===== config.mk =====
export PLATFORM = sky130hd
export DESIGN_NAME = mmio_port_ctrl_flat
export DESIGN_NICKNAME = d
export VERILOG_FILES = /design/src/rtl/mmio_port_ctrl_if.sv /design/src/rtl/mmio_port_ctrl.sv /design/src/flat_wrapper.sv
export SDC_FILE = /design/constraint.sdc
export NUM_CORES = 1
export LEC_CHECK = 0
export ABC_CLOCK_PERIOD_IN_PS = 2200
export CELL_PAD_IN_SITES_DETAIL_PLACEMENT = 0
export CELL_PAD_IN_SITES_GLOBAL_PLACEMENT = 2
export CORE_MARGIN = 2
export CORE_UTILIZATION = 29
export CTS_CLUSTER_DIAMETER = 150
export CTS_CLUSTER_SIZE = 8
export DETAILED_ROUTE_END_ITERATION = 7
export PLACE_DENSITY = 0.79
export SLEW_MARGIN = 20
export SYNTH_ARGS = -nofsm -noshare
export SYNTH_HDL_FRONTEND = slang
export SYNTH_SLANG_ARGS = --single-unit

===== constraint.sdc =====
create_clock -name CLK -period 2.2 [get_ports CLK]
set_clock_uncertainty 0.05 [all_clocks]
set_input_delay 0.44 -clock CLK [delete_from_list [all_inputs] [get_ports CLK]]
set_output_delay 0.44 -clock CLK [all_outputs]
set_load 0.005 [all_outputs]

===== src/rtl/mmio_port_ctrl_if.sv =====
// Processor-side data bus between the CPU and the MMIO port controller.
// Read data comes back one cycle after the address is presented.
interface mmio_port_ctrl_if #(
  parameter int N  = 8,
  parameter int AW = 8
);
  logic [AW-1:0] A;
  logic [N-1:0]  WD;
  logic          WE;
  logic [N-1:0]  RD;

  modport master (output A, WD, WE, input RD);
  modport slave  (input A, WD, WE, output RD);
endinterface


===== src/rtl/mmio_port_ctrl.sv =====
// Memory-mapped I/O controller: 16-word I/O window at IO_BASE with input
// channels (change detect, pending, IRQ) and registered outputs; other addresses go to RAM.
module mmio_in_lane #(
  parameter int N = 8
) (
  input  logic         clk,
  input  logic         rst,
  input  logic [N-1:0] i_e,
  input  logic         i_clr,
  output logic         o_pend,
  output logic         o_pend_nxt
);
  logic [N-1:0] r_last;
  logic         r_pend;
  logic         w_chg;

  assign w_chg      = (i_e != r_last);
  // A change on the same edge as a clear keeps the flag set so no event is lost.
  assign o_pend_nxt = w_chg | (r_pend & ~i_clr);
  assign o_pend     = r_pend;

  always_ff @(posedge clk) begin
    r_last <= i_e;
    if (rst) r_pend <= 1'b0;
    else     r_pend <= o_pend_nxt;
  end
endmodule

module mmio_port_ctrl #(
  parameter int N       = 8,
  parameter int AW      = 8,
  parameter int NIN     = 4,
  parameter int NOUT    = 4,
  parameter int IO_BASE = 2**AW - 16
) (
  input  logic              CLK,
  input  logic              RESET,
  mmio_port_ctrl_if.slave   bus,
  output logic              MEM_WE,
  input  logic [N-1:0]      MRD,
  input  logic [NIN*N-1:0]  E,
  output logic [NOUT*N-1:0] S,
  output logic              IRQ
);
  localparam int BASE_HI = IO_BASE / 16;

  logic                     w_io_hit;
  logic [3:0]               w_off;
  logic                     w_wr_io;
  logic                     w_rd_io;
  logic [NIN-1:0]           w_clr;
  logic [NIN-1:0]           w_pend;
  logic [NIN-1:0]           w_pend_nxt;
  logic [NIN-1:0]           w_ie_nxt;
  logic [N-1:0]             w_io_rdata;

  logic [NOUT-1:0][N-1:0]   r_s;
  logic [NIN-1:0]           r_ie;
  logic                     r_irq;
  logic                     r_io_sel;
  logic [N-1:0]             r_io_data;

  assign w_io_hit = (bus.A[AW-1:4] == (AW-4)'(BASE_HI));
  assign w_off    = bus.A[3:0];
  assign w_wr_io  = w_io_hit & bus.WE;
  assign w_rd_io  = w_io_hit & ~bus.WE;
  assign MEM_WE   = bus.WE & ~w_io_hit;

  genvar gi;
  for (gi = 0; gi < NIN; gi++) begin : g_in
    // Reading IN[i] acknowledges it; so does writing 1 to its PEND bit.
    assign w_clr[gi] = (w_rd_io & (w_off == 4'(gi)))
                     | (w_wr_io & (w_off == 4'd14) & bus.WD[gi]);
    mmio_in_lane #(.N(N)) u_lane (
      .clk        (CLK),
      .rst        (RESET),
      .i_e        (E[gi*N +: N]),
      .i_clr      (w_clr[gi]),
      .o_pend     (w_pend[gi]),
      .o_pend_nxt (w_pend_nxt[gi])
    );
  end

  assign w_ie_nxt = (w_wr_io && w_off == 4'd15) ? bus.WD[NIN-1:0] : r_ie;

  always_comb begin
    w_io_rdata = '0;
    for (int i = 0; i < NIN; i++)
      if (w_off == 4'(i)) w_io_rdata = E[i*N +: N];
    for (int j = 0; j < NOUT; j++)
      if (w_off == 4'(NIN + j)) w_io_rdata = r_s[j];
    if (w_off == 4'd14) w_io_rdata[NIN-1:0] = w_pend;
    if (w_off == 4'd15) w_io_rdata[NIN-1:0] = r_ie;
  end

  always_ff @(posedge CLK) begin
    if (RESET) begin
      r_s       <= '0;
      r_ie      <= '0;
      r_irq     <= 1'b0;
      r_io_sel  <= 1'b0;
      r_io_data <= '0;
    end else begin
      for (int j = 0; j < NOUT; j++)
        if (w_wr_io && w_off == 4'(NIN + j)) r_s[j] <= bus.WD;
      r_ie      <= w_ie_nxt;
      r_irq     <= |(w_pend_nxt & w_ie_nxt);
      r_io_sel  <= w_io_hit;
      r_io_data <= w_io_rdata;
    end
  end

  assign bus.RD = r_io_sel ? r_io_data : MRD;
  assign S      = r_s;
  assign IRQ    = r_irq;
endmodule


===== src/flat_wrapper.sv =====
// flat-port wrapper written by rule: the top's interface ports become plain ports
module mmio_port_ctrl_flat 
#(
  parameter int N       = 8,
  parameter int AW      = 8,
  parameter int NIN     = 4,
  parameter int NOUT    = 4,
  parameter int IO_BASE = 2**AW - 16
)
  (CLK, RESET, MEM_WE, MRD, E, S, IRQ, bus_A, bus_WD, bus_WE, bus_RD);
  mmio_port_ctrl_if #(.N(N), .AW(AW)) bus_i ();
  input  logic CLK;
  input  logic RESET;
  output logic MEM_WE;
  input  logic [N-1:0] MRD;
  input  logic [NIN*N-1:0] E;
  output logic [NOUT*N-1:0] S;
  output logic IRQ;
  input wire logic [$bits(bus_i.A)-1:0] bus_A;
  input wire logic [$bits(bus_i.WD)-1:0] bus_WD;
  input wire logic [$bits(bus_i.WE)-1:0] bus_WE;
  output wire logic [$bits(bus_i.RD)-1:0] bus_RD;
  assign bus_i.A = bus_A;
  assign bus_i.WD = bus_WD;
  assign bus_i.WE = bus_WE;
  assign bus_RD = bus_i.RD;
  mmio_port_ctrl #(.N(N), .AW(AW), .NIN(NIN), .NOUT(NOUT), .IO_BASE(IO_BASE)) u_core (.CLK(CLK), .RESET(RESET), .bus(bus_i), .MEM_WE(MEM_WE), .MRD(MRD), .E(E), .S(S), .IRQ(IRQ));
endmodule

==> results of run 1 <==
[report_power, final]
| part | switching (mW) | leakage, nW | internal [mW] |
|---|---|---|---|
| clock | 0.688 | 0.143 | 0.802 |
| combinational | 0.184 | 1.36 | 0.247 |
| sequential | 0.0201 | 0.676 | 1.53 |
[metrics by stage]
| stage | instance area, sq um | setup TNS, ns |
|---|---|---|
| floorplan | 3450 | 0 |
| global placement | 4950 | -5.50 |
| detailed placement | 4950 | -4.86 |
| CTS | 5240 | 0 |
| global route | 5240 | 0 |
| finish | 5240 | 0 |
[worst register-to-register path: cells and delay by family (launching register included)]
kind	cells	cell delay [ns]
AND/OR/NAND/NOR	3	0.81
XOR/XNOR	1	0.15
AO/OA/AOI/OAI	2	0.27
flip-flops	1	0.32
[metal layers]
| metal | GRT usage (%) | up-vias | part of all wire [%] |
|---|---|---|---|
| met1 | 23.4 | 1446 | 47 |
| met4 | 4.07 | 0 | 1.7 |
| met3 | 3.21 | 10 | 4.7 |
| met5 | 0 | - | 0 |
| met2 | 27.2 | 95 | 47 |
| li1 | - | 1488 | - |
[synthesized netlist by cell type]
cell type  count
a211oi_1       4
a21oi_1       20
a22o_1         1
a22oi_1        6
a311o_1        1
a31oi_1        2
and2_1         1
and3_1         1
and4_1         1
buf_2          8
buf_4          2
clkbuf_1       8
clkbuf_2       1
dfxtp_1       82
inv_1          4
mux2_2        11
mux2i_1       30
mux4_2         9
nand2_1       39
nand2b_1       2
nand3_1        4
nand3b_1       1
nand4_1        6
nand4_2        1
nor2_1        29
nor2b_1        4
nor3_1         3
nor3b_1        1
nor4_1         5
o211a_1        4
o21ai_0        4
o221ai_1       1
o22a_1         2
o22ai_1        4
o31ai_1        1
o41ai_1        1
or2_2          1
or3_1          1
or4_1          1
xnor2_1       16
xor2_1        16
[logic make-up after synthesis]
| group | after synthesis | share of synthesized area, % |
|---|---|---|
| compound gates | 51 | 9.67 |
| buf+inv | 23 | 3.04 |
| simple gates | 101 | 13.5 |
| xor+xnor | 32 | 8.12 |
| mux | 50 | 18.2 |
| flops | 82 | 47.5 |
[final cells by class]
class	instances	area (sq um)	share of cell area [%]
multi-input cells	234	1710	32.6
flip-flops and latches	82	1640	31.3
repair buffers	153	1410	26.8
clock buffers	9	225	4.30
well taps	143	179	3.41
clock inverters	7	67.6	1.29
inverters	4	15.0	0.286
[final timing paths]
check                                               start                  endpoint  cells after the start
setup / recovery                                 bus_A[1]     u_core.IRQ$_SDFF_PP0_                      6
hold / removal                   u_core.S[6]$_SDFFE_PP0P_  u_core.S[6]$_SDFFE_PP0P_                      2
setup reg to reg  u_core.g_in[0].u_lane.r_last[7]$_DFF_P_     u_core.IRQ$_SDFF_PP0_                      6
hold reg to reg                  u_core.S[6]$_SDFFE_PP0P_  u_core.S[6]$_SDFFE_PP0P_                      2
[repair_timing]
| action | 4_1_cts | 5_1_grt |
|---|---|---|
| setup endpoints to repair | 9 | 0 |
| buffers inserted | 0 | 0 |
| resized for setup | 2 | 0 |
| hold buffers | 0 | 0 |
[registers in the layout, summed over array words and instances (netlist names)]
| register | flops |
|---|---|
| u_core.IRQ | 1 |
| u_core.S | 32 |
| u_core.r_ie | 4 |
| u_core.g_in.u_lane.r_last | 32 |
| u_core.g_in.u_lane.o_pend | 4 |
| u_core.r_io_sel | 1 |
| u_core.r_io_data | 8 |
==> results.py, run 1 <==
metrics = {
    "status": {
        "status": "finished with violations",
        "violations": "design-rule violations",
    },
    "timing": {
        "hold_violations": 0,
        "slew_headroom_pct": 67.5,
        "layout_setup_ws_ns": 0.0899,
        "max_freq_ghz": 0.474,
        "worst_pin_slew_ns": 0.483,
        "setup_viol": 0,
        "layout_worst_path_cycle_share_pct": 95.9,
        "fin_hold_ws_ns": 0.423,
        "slew_violations": 0,
        "finalCriticalPeriod_ns": 2.11,
        "rsz0062_at_grt": "no",
    },
    "job": {
        "max_cap_viol_count": 0,
    },
    "worst_hold_path": {
        "hold_path_class": "flip-flop to flip-flop",
    },
    "cts": {
        "htreeDepth": 3,
        "cts_tree": "built",
        "cts_root_buffer": "clkbuf_16",
        "cts-buffers-inserted": 9,
        "worstSkewPairLatency_ns": 0.33,
        "clockBufferDepth": 2,
        "clk_pin_slew_ns": 0.07,
        "numClockSinks": 82,
    },
    "layout": {
        "diodes": 0,
        "drive_gt1_share_pct": 19.0,
        "final_cell_mix": "clkdlybuf4s50_1 (98), dfxtp_1 (81), buf_4 (52)",
        "instances_no_fill": 632,
        "utilization_pct": 45.5,
        "fin_nets": 543,
        "area_growth_pct": 51.8,
        "fill_cells": 1100,
        "layout_commonest_cell": "clkdlybuf4s50_1",
    },
    "setup_path": {
        "cp-start-kind": "primary input",
        "crit_path_top_delay_cell": "clkdlybuf4s50_1",
        "cp_cell_sequence": "clkdlybuf4s50_1 -> nand4_1 -> or3_1 -> mux2i_1 -> or2_2 -> o221ai_1",
        "cp_max_fo": 4,
        "endpoint_kind": "flip-flop",
        "rrSetupSlack_ns": 0.47,
        "max_stage_delay_ns": 0.63,
        "criticalPathCategory": "primary input to flip-flop",
        "critPathTopFamily": "simple AND/OR/NAND/NOR gates",
        "arrival_ns": 2.31,
        "crit_required_ns": 2.40,
        "crit_buf_inv": 1,
    },
    "power": {
        "p_total_mw": 3.47,
        "power_per_cell_area_nw_per_um2": 662,
        "peakVddDrop_v": 0.000381,
        "total_leakage_power_nw": 2.18,
    },
    "grt": {
        "grt_first_pass_wirelength_um": 16700,
        "grt_max_degree": 28,
        "grt_pass1_vias": 3053,
        "antenna_found_initial": 0,
        "grt_use_total_pct": 16.8,
        "grt_overflow": 0,
    },
    "logic_synthesis": {
        "syn_nets": 398,
        "ys_warn_count": 0,
        "syn_inst": 339,
        "seq_area_frac_synth_pct": 47.5,
        "synth_top_area_cell": "dfxtp_1",
        "synth_area_sq_um": 3450,
        "ys_top_cells_by_area": "dfxtp_1 (48%), mux2i_1 (8.7%), mux4_2 (5.9%)",
        "syn_avg_cell_area_sq_um": 10.2,
        "yosysUniqueCellTypes": 41,
        "synth-seq-cells": 82,
        "yosys.area.top_type_share_pct": 47.5,
    },
    "routing": {
        "wire_per_inst_um": 16.8,
        "drt_iter0_drc": 119,
        "drt_wl_total_um": 10600,
        "drt_pre_antenna_iters": 6,
        "via_per_inst": 4.81,
        "drc_errors": 7,
        "postRouteAntennaNets": 0,
        "num_vias": 3039,
    },
    "floorplanning": {
        "floorplan.initialDensity_pct": 30.0,
        "die_h_um": 113,
        "die_w_um": 113,
        "rows": 39,
        "dieArea_sq_um": 12800,
        "core-area_sq_um": 11500,
        "pin_count": 101,
    },
    "placement": {
        "gp_congestion": 0.963,
        "io_buffers": 100,
        "dp_hpwl_um": 8490,
        "pre_cts_ws_ns": -0.222,
        "dp_cells": 616,
    },
}
Note: power is estimated with default switching activity, not from simulation.
==> inputs of run 2 (changes only) <==
Settings changed: CAP_MARGIN set to 40, CORE_MARGIN 2 to 3, CTS_CLUSTER_DIAMETER 150 to 80.
==> run 2 against run 1 <==
The run now ends clean. Non-clock buffer count decreased by 4. Clock power rose by 4%. Cell count is 0.63% lower. First-iteration DRC count is 51% higher. Flip-flop and latch count unchanged. Sequential share of layout area shrank 0.060 points. Worst setup slack improved by 0.044 ns.
==> results.py, run 2 (synthesized netlist as in run 1, its figures left out) <==
metrics = {
    "status": {
        "status": "complete, no violations",
    },
    "layout": {
        "final_cell_mix": "clkdlybuf4s50_1 (97), dfxtp_1 (81), buf_4 (47)",
        "diodes": 0,
        "layout_commonest_cell": "clkdlybuf4s50_1",
        "fill_cells": 1129,
        "stdcell_area_sq_um": 5250,
        "instances_no_fill": 628,
        "area_growth_pct": 52.1,
        "drive_gt1_share_pct": 18.6,
        "fin_nets": 539,
    },
    "routing": {
        "postRouteAntennaNets": 0,
        "drt_wl_total_um": 10300,
        "drt_pre_antenna_iters": 6,
        "wire_per_inst_um": 16.5,
        "num_vias": 2935,
        "via_per_inst": 4.67,
        "drc_errors": 0,
        "drt_iter0_drc": 180,
    },
    "floorplanning": {
        "die_h_um": 115,
        "die_w_um": 115,
        "core-area_sq_um": 11500,
        "rows": 39,
        "dieArea_sq_um": 13300,
        "pin_count": 101,
        "floorplan.initialDensity_pct": 30.0,
    },
    "setup_path": {
        "crit_required_ns": 1.71,
        "arrival_ns": 1.58,
        "cp_max_fo": 8,
        "cp-start-kind": "flip-flop",
        "r2r-end": "u_core.IRQ$_SDFF_PP0_",
        "rrSetupSlack_ns": 0.54,
        "rr_worst_depth": 6,
        "criticalPathCategory": "flip-flop to output pin",
        "timing.rr.start": "u_core.g_in[3].u_lane.r_last[7]$_DFF_P_",
        "endpoint_kind": "output pin",
    },
    "grt": {
        "grt_max_degree": 40,
        "grt_overflow": 0,
        "grt_first_pass_wirelength_um": 15800,
        "grt_use_total_pct": 15.9,
        "grt_pass1_vias": 2923,
        "antenna_found_initial": 0,
    },
    "placement": {
        "gp_congestion": 0.867,
        "dp_cells": 612,
        "placed_area_sq_um": 4930,
        "dp_hpwl_um": 8200,
        "io_buffers": 100,
        "pre_cts_ws_ns": -0.200,
    },
    "cts": {
        "htreeDepth": 3,
        "clk_pin_slew_ns": 0.06,
        "cts-buffers-inserted": 9,
        "cts_hold_buf": 0,
        "cts_root_buffer": "clkbuf_16",
        "cts_tree": "built",
        "worstSkewPairLatency_ns": 0.34,
        "numClockSinks": 82,
        "clockBufferDepth": 2,
    },
    "worst_hold_path": {
        "hold_path_class": "flip-flop to flip-flop",
        "min-delay-start": "u_core.S[4]$_SDFFE_PP0P_",
        "hold_depth": 2,
        "min_to": "u_core.S[4]$_SDFFE_PP0P_",
    },
    "job": {
        "max_cap_viol_count": 0,
    },
    "timing": {
        "rsz0062_at_grt": "no",
        "hold_violations": 0,
        "setup_viol": 0,
        "slew_violations": 0,
        "layout_setup_ws_ns": 0.133,
        "max_freq_ghz": 0.484,
        "slew_headroom_pct": 75.1,
        "fin_hold_ws_ns": 0.422,
        "finalCriticalPeriod_ns": 2.07,
        "worst_pin_slew_ns": 0.372,
        "layout_worst_path_cycle_share_pct": 93.9,
        "finalSetupTns_ns": 0,
    },
    "power": {
        "seqPwrFrac_pct": 44.0,
        "power_per_cell_area_nw_per_um2": 670,
        "peakVddDrop_v": 0.000293,
        "switchingPower_mw": 0.844,
        "clockPowerShare_pct": 43.9,
        "switching_share_pct": 24.0,
        "total_leakage_power_nw": 2.18,
        "comb_power_share_pct": 12.1,
        "internal_power_mw": 2.68,
    },
}
-- run 2: changes by cell type in the layout (fill, tap and decap cells not counted), sizes merged --
cell           previous run  this run
clkdlybuf4s50            98        97
dlymetal6s2s              0         2
bufinv                    0         1
dlygate4sd2               1         0
inv                      10         8
clkinvlp                  1         2
buf                      54        50
-- run 2: how the worst max path moves through the flow --
stage	startpoint	to	slack, ns	cells after the start
2_1_floorplan	bus_A[1]	u_core.IRQ$_SDFF_PP0_	0.34	7
3_3_place_gp	bus_A[4]	u_core.S[6]$_SDFFE_PP0P_	-0.24	9
3_5_place_dp	bus_A[7]	u_core.S[6]$_SDFFE_PP0P_	-0.20	9
4_1_cts	bus_WE	MEM_WE	0.02	4
5_1_grt	bus_A[7]	u_core.S[2]$_SDFFE_PP0P_	0.03	9
6_report	u_core.r_io_sel$_SDFF_PP0_	bus_RD[5]	0.13	2
-- run 2: metal layers --
metal	GRT usage [%]	share of wire [%]	routed length [um]
met4	5.32	0.88	91
met1	21.9	46	4790
met3	3.21	4.8	498
met5	0	0	0
met2	25.2	48	4960
-- run 2: worst max-delay path, stage by stage, from the launching register on --
cell	delay, ns
dfxtp_2	0.43
mux2_2	0.36
clkdlybuf4s50_1	0.45
-- run 2: timing repair --
action,4_1_cts,5_1_grt
endpoints found under the setup margin,8,3
resized for setup,1,3
buffers inserted,0,0
-- run 2: layout make-up --
class,instances,area (sq um),share of cell area (%)
Timing Repair Buffer,149,1390,26.5
Tap cell,143,179,3.41
Clock buffer,9,225,4.29
Multi-Input combinational cell,234,1710,32.6
Inverter,4,15.0,0.286
Clock inverter,7,82.6,1.57
Sequential cell,82,1640,31.3
-- run 2: power groups by stage --
stage,combinational (mW),sequential (mW),clock [mW]
6_report,0.425,1.55,1.55
4_1_cts,0.428,1.55,1.59
2_1_floorplan,0.169,1.58,0
5_1_grt,0.457,1.55,1.65
3_3_place_gp,0.424,1.58,0
3_5_place_dp,0.426,1.58,0
-- run 2: stage by stage --
stage	total power, mW	util (%)
after floorplan	1.75	-
after detailed placement	2.01	42.8
after global placement	2.01	42.8
after CTS	3.57	45.5
after global routing	3.66	45.6
final	3.52	45.6
==> inputs of run 3 (changes only) <==
Settings changed: SKIP_LAST_GASP set to 1.
==> results of run 3 <==
No change in the layout: final DEF, timing and power equal those of run 2.
==> RTL edit: new RTL, config.mk and constraints of run 3 <==
Remove the register `r_irq`: a continuous assignment takes its place, so the output `IRQ` follows one clock earlier.
--- a/src/rtl/mmio_port_ctrl.sv
+++ b/src/rtl/mmio_port_ctrl.sv
@@ -97,18 +97,18 @@
     if (RESET) begin
       r_s       <= '0;
       r_ie      <= '0;
-      r_irq     <= 1'b0;
       r_io_sel  <= 1'b0;
       r_io_data <= '0;
     end else begin
       for (int j = 0; j < NOUT; j++)
         if (w_wr_io && w_off == 4'(NIN + j)) r_s[j] <= bus.WD;
       r_ie      <= w_ie_nxt;
-      r_irq     <= |(w_pend_nxt & w_ie_nxt);
       r_io_sel  <= w_io_hit;
       r_io_data <= w_io_rdata;
     end
   end
+
+  assign r_irq = |(w_pend_nxt & w_ie_nxt);
 
   assign bus.RD = r_io_sel ? r_io_data : MRD;
   assign S      = r_s;
Behaviour: not the same (a bounded check fails within 4 cycles, from zero or initial values and one cycle with RESET high).
==> RTL edit against run 3 <==
The flow now finishes with violations (negative setup slack); worst setup slack got worse by 200 ps; routed wire length rose by 19%; sequential share of layout area fell by 3.5 points; register-to-register slack got worse by 300 ps; fmax fell by 8.6%; power rose by 0.16%; sequential cell count fell by 1; area after synthesis rose by 7.8%; cell area rose by 11%; largest cell class unchanged; highest routed layer unchanged.
==> RTL edit: results <==
[run_status]
status = "finished with violations"
failed_checks = "negative setup slack"

[logic_synthesis]
ys_seq_area_frac = 0.4356
synth_fp_nets = 454
yosys-top-cells-count = "dfxtp_1 (81), nand2_1 (55), a21oi_1 (32)"
avgSynthCellArea_um2 = 9.424
synthDistinctLibCells = 53

[route]
drt-initial-drc-count = 126
wl_met3_um = 701
met2WireLength_mm = 5.958
drt_pre_antenna_iters = 5
wl_mm = 12.28
viasPerCell = 4.682

[final_layout]
drive_gt1_frac = 0.2825
fin_nets = 631
fin_cells = 745

[placed_design]
pre_cts_slack_ps = -828.8
dpl_cell_area_um2 = 5366
dp_hpwl_mm = 9.325
dp_cells = 714
gp_congestion = 0.8792

[hold_path]
hold_class = "in -> reg"

[sta]
worst_slack_ps = -62.06
setup-violations-final = 1
max_slew_margin = 0.7738

[grt]
grtUsageMet3 = 0.03989
grtUsageTotal = 0.1736
grt_util_met1 = 0.2222
use_met2 = 0.2900
first_global_vias = 3677
grt_first_pass_wirelength_mm = 19.50
grt_max_degree = 48

[power]
vdd_drop_max_mv = 0.3604
swShare = 0.2354
intPower_mw = 2.696
pwr-share-clk = 0.422
p_leak_nw = 2.420

[setup_path]
cp_max_fo = 5
crit_arrival_ps = 1770
## RTL edit: final cells by class
| class | count | area (um^2) |
|---|---|---|
| fillers | 1172 | 6420 |
| multi-input cells | 290 | 2037 |
| repair buffers | 188 | 1668 |
| flip-flops and latches | 81 | 1622 |
| clock buffers | 11 | 242.7 |
| well taps | 168 | 210.2 |
| clock inverters | 5 | 55.05 |
| inverters | 2 | 7.507 |
## RTL edit: path summary, 6_finish.rpt
check | start | to | slack [ps] | depth (start not counted)
max | bus_A[2] | IRQ | -60 | 8
min | E[16] | u_core.g_in[2].u_lane.r_last[0]$_DFF_P_ | 220 | 1
max reg2reg | u_core.g_in[2].u_lane.r_last[2]$_DFF_P_ | u_core.g_in[2].u_lane.o_pend$_SDFF_PP0_ | 240 | 12
min reg2reg | u_core.S[6]$_SDFFE_PP0P_ | u_core.S[6]$_SDFFE_PP0P_ | 430 | 2
## RTL edit: timing repair
| item | CTS | global route |
|---|---|---|
| setup endpoints to repair | 2 | 2 |
| setup buffers | 11 | 5 |
| pin swaps | 22 | 19 |
| resized for setup | 80 | 25 |
## RTL edit: worst max-delay path: stages
cell       delay (ps)
buf_8             100
buf_6             110
nor4_4            270
a31oi_1            80
o31a_1            270
o31ai_2           200
o2111ai_2         140
buf_2             150
## RTL edit: logic make-up (layout without fill, tap and decap cells)
group,after synthesis,in the layout,synth area share
simple gates,146,146,0.2047
buf+inv,24,206,0.03966
flops,81,81,0.4356
mux,36,36,0.1163
compound gates,76,76,0.1284
xor+xnor,32,32,0.07529
## RTL edit: through the flow
step,setup TNS (ps),utilization
final,-62.06,0.4764
after global routing,-130.9,0.4764
after CTS,-94.88,0.4709
after detailed placement,-5533,0.4377
after global placement,-5536,0.4377
after floorplan,0,-
